### config.mk
export PLATFORM = sky130hd
export DESIGN_NAME = bbc_host_responder
export DESIGN_NICKNAME = d
export VERILOG_FILES = /design/src/rtl/bbc_bus_pkg.sv /design/src/rtl/bbc_region_decode.sv /design/src/rtl/bbc_host_responder.sv
export SDC_FILE = /design/constraint.sdc
export NUM_CORES = 1
export LEC_CHECK = 0
export CORE_UTILIZATION = 45
export CTS_BUF_LIST = sky130_fd_sc_hd__clkbuf_16
export CTS_CLUSTER_SIZE = 10
export DETAILED_ROUTE_END_ITERATION = 12
export HOLD_SLACK_MARGIN = 0.15
export PLACE_DENSITY_LB_ADDON = 0.2
export SYNTH_ARGS = -nofsm -noshare
export SYNTH_HDL_FRONTEND = slang
export SYNTH_HIERARCHICAL = 1
export SYNTH_SLANG_ARGS = --single-unit
export TNS_END_PERCENT = 10
### constraint.sdc
create_clock -name hsclk -period 3.05 [get_ports hsclk]
set_input_delay 0.61 -clock hsclk [delete_from_list [all_inputs] [get_ports hsclk]]
set_output_delay 0.61 -clock hsclk [all_outputs]
set_load 0.01 [all_outputs]
### src/rtl/bbc_bus_pkg.sv
// Shared types, address-region constants and sizing helpers for the BBC host-side bus model.
package bbc_bus_pkg;

    typedef enum logic {
        PH1,
        PH2
    } phase_e;

    // 1MHz-bus regions (FRED/JIM pages and the slow SHEILA sub-ranges) plus the local register window.
    localparam logic [15:0] FRED_BASE        = 16'hFC00;
    localparam logic [15:0] FRED_MASK        = 16'hFF00;
    localparam logic [15:0] JIM_BASE         = 16'hFD00;
    localparam logic [15:0] JIM_MASK         = 16'hFF00;
    localparam logic [15:0] SHEILA_FE00_BASE = 16'hFE00;
    localparam logic [15:0] SHEILA_FE00_MASK = 16'hFFE0;
    localparam logic [15:0] SHEILA_FE40_BASE = 16'hFE40;
    localparam logic [15:0] SHEILA_FE40_MASK = 16'hFFC0;
    localparam logic [15:0] SHEILA_FEC0_BASE = 16'hFEC0;
    localparam logic [15:0] SHEILA_FEC0_MASK = 16'hFFE0;
    localparam logic [15:0] FE4X_BASE        = 16'hFE40;
    localparam logic [15:0] FE4X_MASK        = 16'hFFF0;

    // Longest phase is a 4x-stretched phi2, so the counter must hold 4*CLK_DIV-1.
    function automatic int unsigned hi_cnt_width(input int unsigned clk_div);
        return $clog2(4 * clk_div);
    endfunction

    function automatic logic in_region(input logic [15:0] addr,
                                       input logic [15:0] base,
                                       input logic [15:0] mask);
        return (addr & mask) == base;
    endfunction

endpackage

### src/rtl/bbc_region_decode.sv
// Combinational address decode: which cycles are stretched, and which hit the local register window.
module bbc_region_decode
    import bbc_bus_pkg::*;
(
    input  logic [15:0] i_addr,
    output logic        o_stretch,
    output logic        o_is_reg
);

    always_comb begin
        o_stretch = in_region(i_addr, FRED_BASE, FRED_MASK)
                  | in_region(i_addr, JIM_BASE, JIM_MASK)
                  | in_region(i_addr, SHEILA_FE00_BASE, SHEILA_FE00_MASK)
                  | in_region(i_addr, SHEILA_FE40_BASE, SHEILA_FE40_MASK)
                  | in_region(i_addr, SHEILA_FEC0_BASE, SHEILA_FEC0_MASK);
        o_is_reg  = in_region(i_addr, FE4X_BASE, FE4X_MASK);
    end

endmodule

### src/rtl/bbc_host_responder.sv
// Host end of the 6502-socket bus: phi0/phi1 generation, 1MHz stretching, &FE4x register window and memory port.
module bbc_host_responder
    import bbc_bus_pkg::*;
#(
    parameter int unsigned CLK_DIV = 4
)
(
    input  logic        hsclk,
    input  logic        resetb,
    output logic        bbc_phi0,
    output logic        bbc_phi1,
    input  logic [15:0] bbc_a,
    input  logic        bbc_rnw,
    input  logic        bbc_sync,
    input  logic [7:0]  bbc_d_in,
    output logic [7:0]  bbc_d_out,
    output logic        bbc_d_oe,
    output logic        irqb,
    output logic [15:0] mem_addr,
    output logic        mem_rd,
    input  logic [7:0]  mem_rdata,
    output logic        mem_we,
    output logic [7:0]  mem_wdata,
    output logic [15:0] cyc_cnt,
    output logic [15:0] sync_cnt
);

    localparam int unsigned CNT_W = hi_cnt_width(CLK_DIV);
    localparam logic [CNT_W-1:0] LAST_1X = CNT_W'(CLK_DIV - 1);
    localparam logic [CNT_W-1:0] LAST_3X = CNT_W'(3 * CLK_DIV - 1);
    localparam logic [CNT_W-1:0] LAST_4X = CNT_W'(4 * CLK_DIV - 1);

    phase_e            r_state;
    logic [CNT_W-1:0]  r_cnt;
    logic [CNT_W-1:0]  r_hi_last;
    logic              r_phi0;
    logic              r_onemhz_ph;
    logic              r_rnw;
    logic              r_sync;
    logic              r_is_reg;
    logic [15:0]       r_mem_addr;
    logic              r_mem_rd;
    logic              r_mem_we;
    logic [7:0]        r_mem_wdata;
    logic [7:0]        r_d_out;
    logic              r_d_oe;
    logic              r_irqb;
    logic [15:0]       r_cyc_cnt;
    logic [15:0]       r_sync_cnt;
    logic [7:0]        r_regs [16];

    logic              w_stretch;
    logic              w_is_reg;

    bbc_region_decode u_decode (
        .i_addr    (bbc_a),
        .o_stretch (w_stretch),
        .o_is_reg  (w_is_reg)
    );

    always_ff @(posedge hsclk or negedge resetb) begin
        if (!resetb) begin
            r_state     <= PH1;
            r_cnt       <= '0;
            r_hi_last   <= LAST_1X;
            r_phi0      <= 1'b0;
            r_onemhz_ph <= 1'b0;
            r_rnw       <= 1'b1;
            r_sync      <= 1'b0;
            r_is_reg    <= 1'b0;
            r_mem_addr  <= '0;
            r_mem_rd    <= 1'b0;
            r_mem_we    <= 1'b0;
            r_mem_wdata <= '0;
            r_d_out     <= '0;
            r_d_oe      <= 1'b0;
            r_irqb      <= 1'b1;
            r_cyc_cnt   <= '0;
            r_sync_cnt  <= '0;
            for (int unsigned i = 0; i < 16; i++) begin
                r_regs[i] <= '0;
            end
        end else begin
            r_mem_rd <= 1'b0;
            r_mem_we <= 1'b0;
            r_irqb   <= ~r_regs[15][0];

            case (r_state)
                PH1: begin
                    if (r_cnt == LAST_1X) begin
                        // Everything about the cycle is decided from the address as seen here.
                        r_mem_addr  <= bbc_a;
                        r_rnw       <= bbc_rnw;
                        r_sync      <= bbc_sync;
                        r_is_reg    <= w_is_reg;
                        r_hi_last   <= w_stretch ? (r_onemhz_ph ? LAST_3X : LAST_4X) : LAST_1X;
                        r_onemhz_ph <= ~r_onemhz_ph;
                        r_phi0      <= 1'b1;
                        r_state     <= PH2;
                        r_cnt       <= '0;
                        if (bbc_rnw) begin
                            if (w_is_reg) begin
                                r_d_out <= r_regs[bbc_a[3:0]];
                                r_d_oe  <= 1'b1;
                            end else begin
                                r_mem_rd <= 1'b1;
                            end
                        end
                    end else begin
                        r_cnt <= r_cnt + 1'b1;
                    end
                end

                PH2: begin
                    if (r_cnt == '0 && r_rnw && !r_is_reg) begin
                        r_d_out <= mem_rdata;
                        r_d_oe  <= 1'b1;
                    end
                    if (r_cnt == r_hi_last) begin
                        if (!r_rnw) begin
                            if (r_is_reg) begin
                                r_regs[r_mem_addr[3:0]] <= bbc_d_in;
                            end else begin
                                r_mem_wdata <= bbc_d_in;
                                r_mem_we    <= 1'b1;
                            end
                        end
                        r_d_oe    <= 1'b0;
                        r_cyc_cnt <= r_cyc_cnt + 16'd1;
                        if (r_sync) begin
                            r_sync_cnt <= r_sync_cnt + 16'd1;
                        end
                        r_phi0  <= 1'b0;
                        r_state <= PH1;
                        r_cnt   <= '0;
                    end else begin
                        r_cnt <= r_cnt + 1'b1;
                    end
                end

                default: begin
                    r_state <= PH1;
                    r_cnt   <= '0;
                    r_phi0  <= 1'b0;
                end
            endcase
        end
    end

    assign bbc_phi0  = r_phi0;
    assign bbc_phi1  = ~r_phi0;
    assign bbc_d_out = r_d_out;
    assign bbc_d_oe  = r_d_oe;
    assign irqb      = r_irqb;
    assign mem_addr  = r_mem_addr;
    assign mem_rd    = r_mem_rd;
    assign mem_we    = r_mem_we;
    assign mem_wdata = r_mem_wdata;
    assign cyc_cnt   = r_cyc_cnt;
    assign sync_cnt  = r_sync_cnt;

endmodule

==> summary.txt, run 1 <==
Timing
  – Final number of setup-violating endpoints: 0
  – Unrepaired setup endpoints after global routing: false
  – Worst Clk Skew: 0.006788 ns
  – Hold Vio Cnt, Final: 0
  – Tightest Pin Transition: 1.173 ns
  – Fin crit share: 0.8455
  – Worst slew margin: 0.2132
  – Max-slew violations: 0
  – Setup TNS: 0 ns
  – Final Critical Period: roughly 2.6 ns
  – Fmax: ~390 MHz

Power and ir drop
  – Pwr dens: ~660 nW/um^2
  – Max VDD drop: 0.0004322 V
  – Net Sw Power: 1.985 mW
  – Sw Share: 0.2671
  – Power share of the sequential group: 0.467
  – Power Total: 7.432 mW
  – Pleak: 4.878 nW
  – Internal Power: 5.447 mW
  – Clock Power Share: 0.331
  – Gate power share: 0.202

GRT
  – Remaining global-route overflow: 0
  – Total GRT Usage: 0.2012
  – Initial antenna violation count: 0
  – First-pass GRT wire length: 33800 um
  – Vias in the first global route: about 6100
  – Largest net degree at the start of global routing: 62

Layout
  – Final nets: 812
  – Layout cell share with drive strength beyond 1: 0.2897
  – # diodes: 0
  – Synth-to-Final Area Change: 21.83%
  – Largest Register: r_regs
  – Max reg flops: 128

Synthesis
  – Top FF cell, synth: dfrtp_1
  – Asr flop ratio synth: 1.000
  – Cells after Synth: around 670
  – Post-Syn Nets: 707
  – Register area share after synthesis: 0.5633
  – EDFF count, synth: 0
  – Synth area leaders: dfrtp_1, mux2_2, mux4_2
  – Most frequent cell after synthesis: dfrtp_1
  – Leading area contributor after synthesis: dfrtp_1
  – Post-synthesis cell area: 9244 um^2
  – Warnings from Yosys: 6
  – Syn avg cell area: around 14 um^2
  – Distinct cells, synth: 46
  – Commonest cells in the synthesized netlist: dfrtp_1, mux2_2, nand2_1
  – Area share of the largest cell type after synthesis: 0.5577
  – Post-synthesis register bit count: between 200 and 250

Clocking
  – Clk slew on worst S/H paths: about 0.060 ns
  – TritonCTS clock tree: done
  – Setup bufs post-CTS: 0
  – CTS root buffer: clkbuf_16
  – CTS H-tree lvls: 1
  – Clock buffer depth: 3
  – Post-CTS sizing: 0
  – Latest clock arrival within the worst-skew pair: 0.50 ns
  – Clk sink count: 208
  – Total CTS buffers: 24

Run status
  – Status: complete, no violations

Worst hold path
  – Worst Hold Path EP: irqb$_DFF_PN1_
  – Cells on Worst Hold Path: 1
  – Min-Delay Startpoint: r_regs[0]$_DFFE_PN0P_
  – HP Class: reg2reg

Flow run
  – Max_cap viols: 0

Setup path
  – CP Launch Type: flip-flop
  – Slowest CP cell: and3_1
  – Reg2Reg Setup Slack: 0.47 ns
  – Worst endpoint data arrival time: 2.96 ns
  – Critical-path maximum fanout: 8
  – Crit-path cells: xnor2_2 > nand4_1 > nor3_2 > and3_1 > mux2_2
  – Crit Path Category: reg2reg
  – Critical Path Start: r_cnt[2]$_DFF_PN0_
  – CP max stage delay: 0.56 ns
  – Crit. End Element: flip-flop
  – Reg-to-Reg Start: r_cnt[2]$_DFF_PN0_
  – Worst Reg-to-Reg Cells: 5
  – Data required, critical path: 3.43 ns
  – FF-to-FF End: r_regs[5]$_DFFE_PN0P_

Floorplanning
  – I/O Pins: 106
  – Die height: ~150 um
  – # rows: 52
  – Die area: around 21000 um^2
  – Initial Utilization: 0.4583
  – Core box area: 20170 um^2
  – Die Wd: 145.3 um

Route
  – Via Count: 5765
  – DR pass1 iterations: 5
  – WL final: 20680 um
  – Routed WL per cell: 19.69 um
  – Vias per cell: 5.490
  – DR iter-0 viols: approximately 280
  – Final ANT Viol Nets: 0
  – DRC: 0

Place
  – Port buffer count: 105
  – DP Wirelength: between 10000 and 15000 um
  – GPL Wtd Cong: between 0.8 and 0.9
[critical path, delay by kind of cell, from the launching register on]
| family | cells | cell delay (ns) |
|---|---|---|
| DFF | 1 | 0.48 |
| and+or+nand+nor | 3 | 1.37 |
| xor gates and xnor gates | 1 | 0.20 |
| muxes | 1 | 0.40 |
[how the worst max path moves through the flow]
stage	endpoint	slack (ns)
after global placement	r_regs[10]$_DFFE_PN0P_	0.47
final	r_regs[5]$_DFFE_PN0P_	0.47
after global routing	r_regs[2]$_DFFE_PN0P_	0.27
after detailed placement	bbc_d_out[0]$_DFFE_PN0P_	0.37
after CTS	r_regs[5]$_DFFE_PN0P_	0.46
after floorplan	r_regs[24]$_DFFE_PN0P_	1.01
[layout make-up]
type	instances	area, um^2
Multi-Input combinational cell	412	3831
Tap cell	270	337.8
Timing Repair Buffer	117	1192
Sequential cell	208	5207
Fill cell	1676	8907
Clock buffer	25	625.6
Inverter	9	33.78
Clock inverter	9	33.78
[through the flow]
stage / hold slack, ns / instance area, um^2 / setup slack, ns / std cells / utilization
final: 0.4287 / 11260 / 0.4714 / 1050 / 0.5584
after global routing: 0.4584 / 11260 / 0.2665 / 1050 / 0.5584
after CTS: 0.4293 / 11260 / 0.4621 / 1050 / 0.5584
after detailed placement: 0.4144 / 10590 / 0.3700 / 1015 / 0.5252
after global placement: 0.4310 / 10590 / 0.4657 / 1015 / 0.5252
after floorplan: 0.3144 / 9244 / 1.012 / 667 / -
[per-layer routing]
layer / up-vias / routed length (um) / track usage
met1: 3010 / 9332 / 0.2765
met2: 116 / 10260 / 0.3380
met4: 0 / 261 / 0.04474
met5: - / 0 / 0
met3: 26 / 823 / 0.03113
li1: 2613 / - / -
[cells by family (layout without fill, tap and decap cells)]
| family | Yosys count | after routing | synth area share |
|---|---|---|---|
| AND/OR/NAND/NOR | 115 | 115 | 0.06998 |
| AO/OA/AOI/OAI | 55 | 55 | 0.04142 |
| adder cells (fa/ha/maj) | 4 | 4 | 0.005414 |
| multiplexers | 203 | 203 | 0.2625 |
| XOR/XNOR | 35 | 35 | 0.03397 |
| buffers and inverters | 47 | 160 | 0.02342 |
| flip-flops | 208 | 208 | 0.5633 |
[layout by cell type, fill, tap and decap left out, types with 6 or more instances in the layout]
| cell | instances |
|---|---|
| dfrtp_1 | 206 |
| mux2_2 | 155 |
| clkdlybuf4s50_1 | 103 |
| nand2_1 | 37 |
| mux2i_1 | 32 |
| xnor2_1 | 28 |
| clkbuf_16 | 25 |
| inv_1 | 17 |
| mux4_2 | 16 |
| a22oi_1 | 16 |
| and3_1 | 13 |
| nand4_1 | 11 |
| nand3_1 | 10 |
| a21oi_1 | 9 |
| nor2_1 | 8 |
| o22ai_1 | 8 |
| o311ai_0 | 8 |
| o21a_1 | 8 |
| buf_4 | 7 |
| xor2_1 | 6 |
| nand2_2 | 6 |
[power groups by stage]
stage / clock (mW) / sequential, mW / combinational, mW
finish: 2.46 / 3.47 / 1.50
detailed placement: 0 / 3.52 / 1.52
global route: 2.65 / 3.52 / 1.62
global placement: 0 / 3.50 / 1.49
floorplan: 0 / 3.55 / 0.588
CTS: 2.54 / 3.47 / 1.53
[repair_timing]
action,CTS,global route
hold buffers,1,0
setup endpoints to repair,0,0
endpoints found under the hold margin,54,0
Power figures use the tool's default switching activity.
==> inputs of run 2 (changes only) <==
Clock period 3.05 ns to 2.4 ns, I/O delays scaled along.
==> summary.txt, run 2 (synthesized netlist as in run 1, its figures left out) <==
Floorplanning
  – Core box area: 20170 um^2
  – # rows: between 50 and 60
  – Die Wd: 145.3 um
  – I/O Pins: 106
  – Die height: 145.3 um
  – Initial Utilization: 0.4583
  – Die area: 21120 um^2

GRT
  – Initial antenna violation count: 0
  – Remaining global-route overflow: 0
  – Largest net degree at the start of global routing: between 60 and 70
  – First-pass GRT wire length: 34700 um
  – Vias in the first global route: roughly 6200
  – Total GRT Usage: 0.2065

Timing
  – Unrepaired setup endpoints after global routing: true
  – Worst hold slack: 0.4226 ns
  – Worst slew margin: 0.3129
  – Max-slew violations: 0
  – Hold Vio Cnt, Final: 0
  – Final Critical Period: 2.285 ns
  – Final number of setup-violating endpoints: 0
  – Tightest Pin Transition: 1.024 ns
  – Fin crit share: 0.9522
  – Fmax: ~440 MHz
  – Worst Clk Skew: 0.009050 ns

Place
  – Port buffer count: 105
  – DP Area: about 11000 um^2
  – GPL Wtd Cong: 0.8294
  – DP Wirelength: 14560 um

Flow run
  – Max_cap viols: 0

Setup path
  – Crit-path cells: xnor2_2 > nand4_1 > nor4_4 > and3_1 > buf_4 > mux2_2
  – CP max stage delay: ~0.47 ns
  – Critical-path maximum fanout: 8
  – Crit. End Element: flip-flop
  – CP Launch Type: flip-flop
  – Data required, critical path: between 2 and 3 ns
  – Worst endpoint data arrival time: 2.68 ns
  – Crit Path Category: reg2reg
  – Slowest CP cell: nor4_4

Clocking
  – Total CTS buffers: 25
  – Clock buffer depth: 3
  – CTS root buffer: clkbuf_16
  – Setup bufs post-CTS: 0
  – Clk slew on worst S/H paths: 0.05 ns
  – Clk sink count: 208
  – Latest clock arrival within the worst-skew pair: 0.51 ns
  – CTS H-tree lvls: 1
  – TritonCTS clock tree: done

Run status
  – Status: complete, no violations

Route
  – DR pass1 iterations: 4
  – Via Count: 5828
  – Final ANT Viol Nets: 0
  – DR iter-0 viols: 307
  – DRC: 0
  – Vias per cell: 5.452
  – WL final: 20940 um
  – Routed WL per cell: between 15 and 20 um

Power and ir drop
  – Max VDD drop: 0.0006128 V
  – Pwr dens: 836.8 nW/um^2
  – Pleak: 4.998 nW
  – Power Total: 9.585 mW

Layout
  – Most common cell after layout, fill and taps aside: dfrtp_1
  – Multi-input gate area: ~3900 um^2
  – Final Cell Area: 11450 um^2
  – Layout cell share with drive strength beyond 1: 0.3116
  – Synth-to-Final Area Change: 23.92%
  – Final nets: 827
  – Largest Register: r_regs
  – # diodes: 0
  – Fill count: 1647
  – Max reg flops: 128
  – Register area: 5209 um^2
  – Commonest cells after routing, fill and taps aside: dfrtp_1, mux2_2, clkdlybuf4s50_1, nand2_1, mux2i_1
  – Fin util: 0.5679

Worst hold path
  – HP Class: reg2reg
-- run 2: layout make-up --
type                       instances  area share
tap                              270     0.02949
sequential                       208      0.4547
clock buffer                      25     0.05462
multi-input combinational        412      0.3373
timing repair buffer             131      0.1155
inverter                           9    0.002949
clock inverter                    14    0.005462
-- run 2: path summary, 6_finish.rpt --
kind                            depth (start not counted)             startpoint  slack, ns                       end
worst max-delay path                                    6     r_cnt[3]$_DFF_PN0_       0.11    r_regs[14]$_DFFE_PN0P_
worst min-delay path                                    1  r_regs[0]$_DFFE_PN0P_       0.42            irqb$_DFF_PN1_
worst max register to register                          6     r_cnt[3]$_DFF_PN0_       0.11    r_regs[14]$_DFFE_PN0P_
worst min register to register                          1  r_regs[0]$_DFFE_PN0P_       0.42            irqb$_DFF_PN1_
max in group asynchronous                               3                 resetb       1.18          mem_we$_DFF_PN0_
min in group asynchronous                               2                 resetb       0.53  sync_cnt[14]$_DFFE_PN0P_
-- run 2: report_power, final --
part / leakage (nW) / internal, mW / switching [mW] / total, mW
clock: 0.381 / 1.86 / 1.36 / 3.21
combinational: 2.05 / 1.12 / 0.837 / 1.96
sequential: 2.57 / 3.99 / 0.418 / 4.41
-- run 2: layer usage --
metal,GRT usage,vias to the layer above,wire length [um],part of all wire
li1,-,2654,-,-
met5,0,-,0,0
met2,0.3464,122,10450,0.50
met4,0.05105,0,468,0.022
met3,0.02893,34,770,0.037
met1,0.2843,3018,9253,0.44
-- run 2: through the flow --
step            TNS, ns  setup slack, ns  std cells
2_1_floorplan         0           0.3622        667
3_3_place_gp    -0.7285          -0.1106       1029
3_5_place_dp    -0.7268          -0.1113       1029
4_1_cts         -0.1883         -0.02935       1069
5_1_grt        -0.04258        -0.009771       1069
6_report              0           0.1146       1069
-- run 2: repair_timing --
item | CTS | global route
endpoints found under the setup margin | 16 | 52
pin swaps | 0 | 0
hold buffers | 1 | 0
gates resized for setup | 0 | 8
endpoints found under the hold margin | 58 | 0
-- run 2: critical path: cells and delay by family (launching register included) --
family                    cells  cell delay [ns]
xor gates and xnor gates      1             0.18
buffers and inverters         1             0.19
DFF                           1             0.46
muxes                         1             0.35
and+or+nand+nor               3             0.99
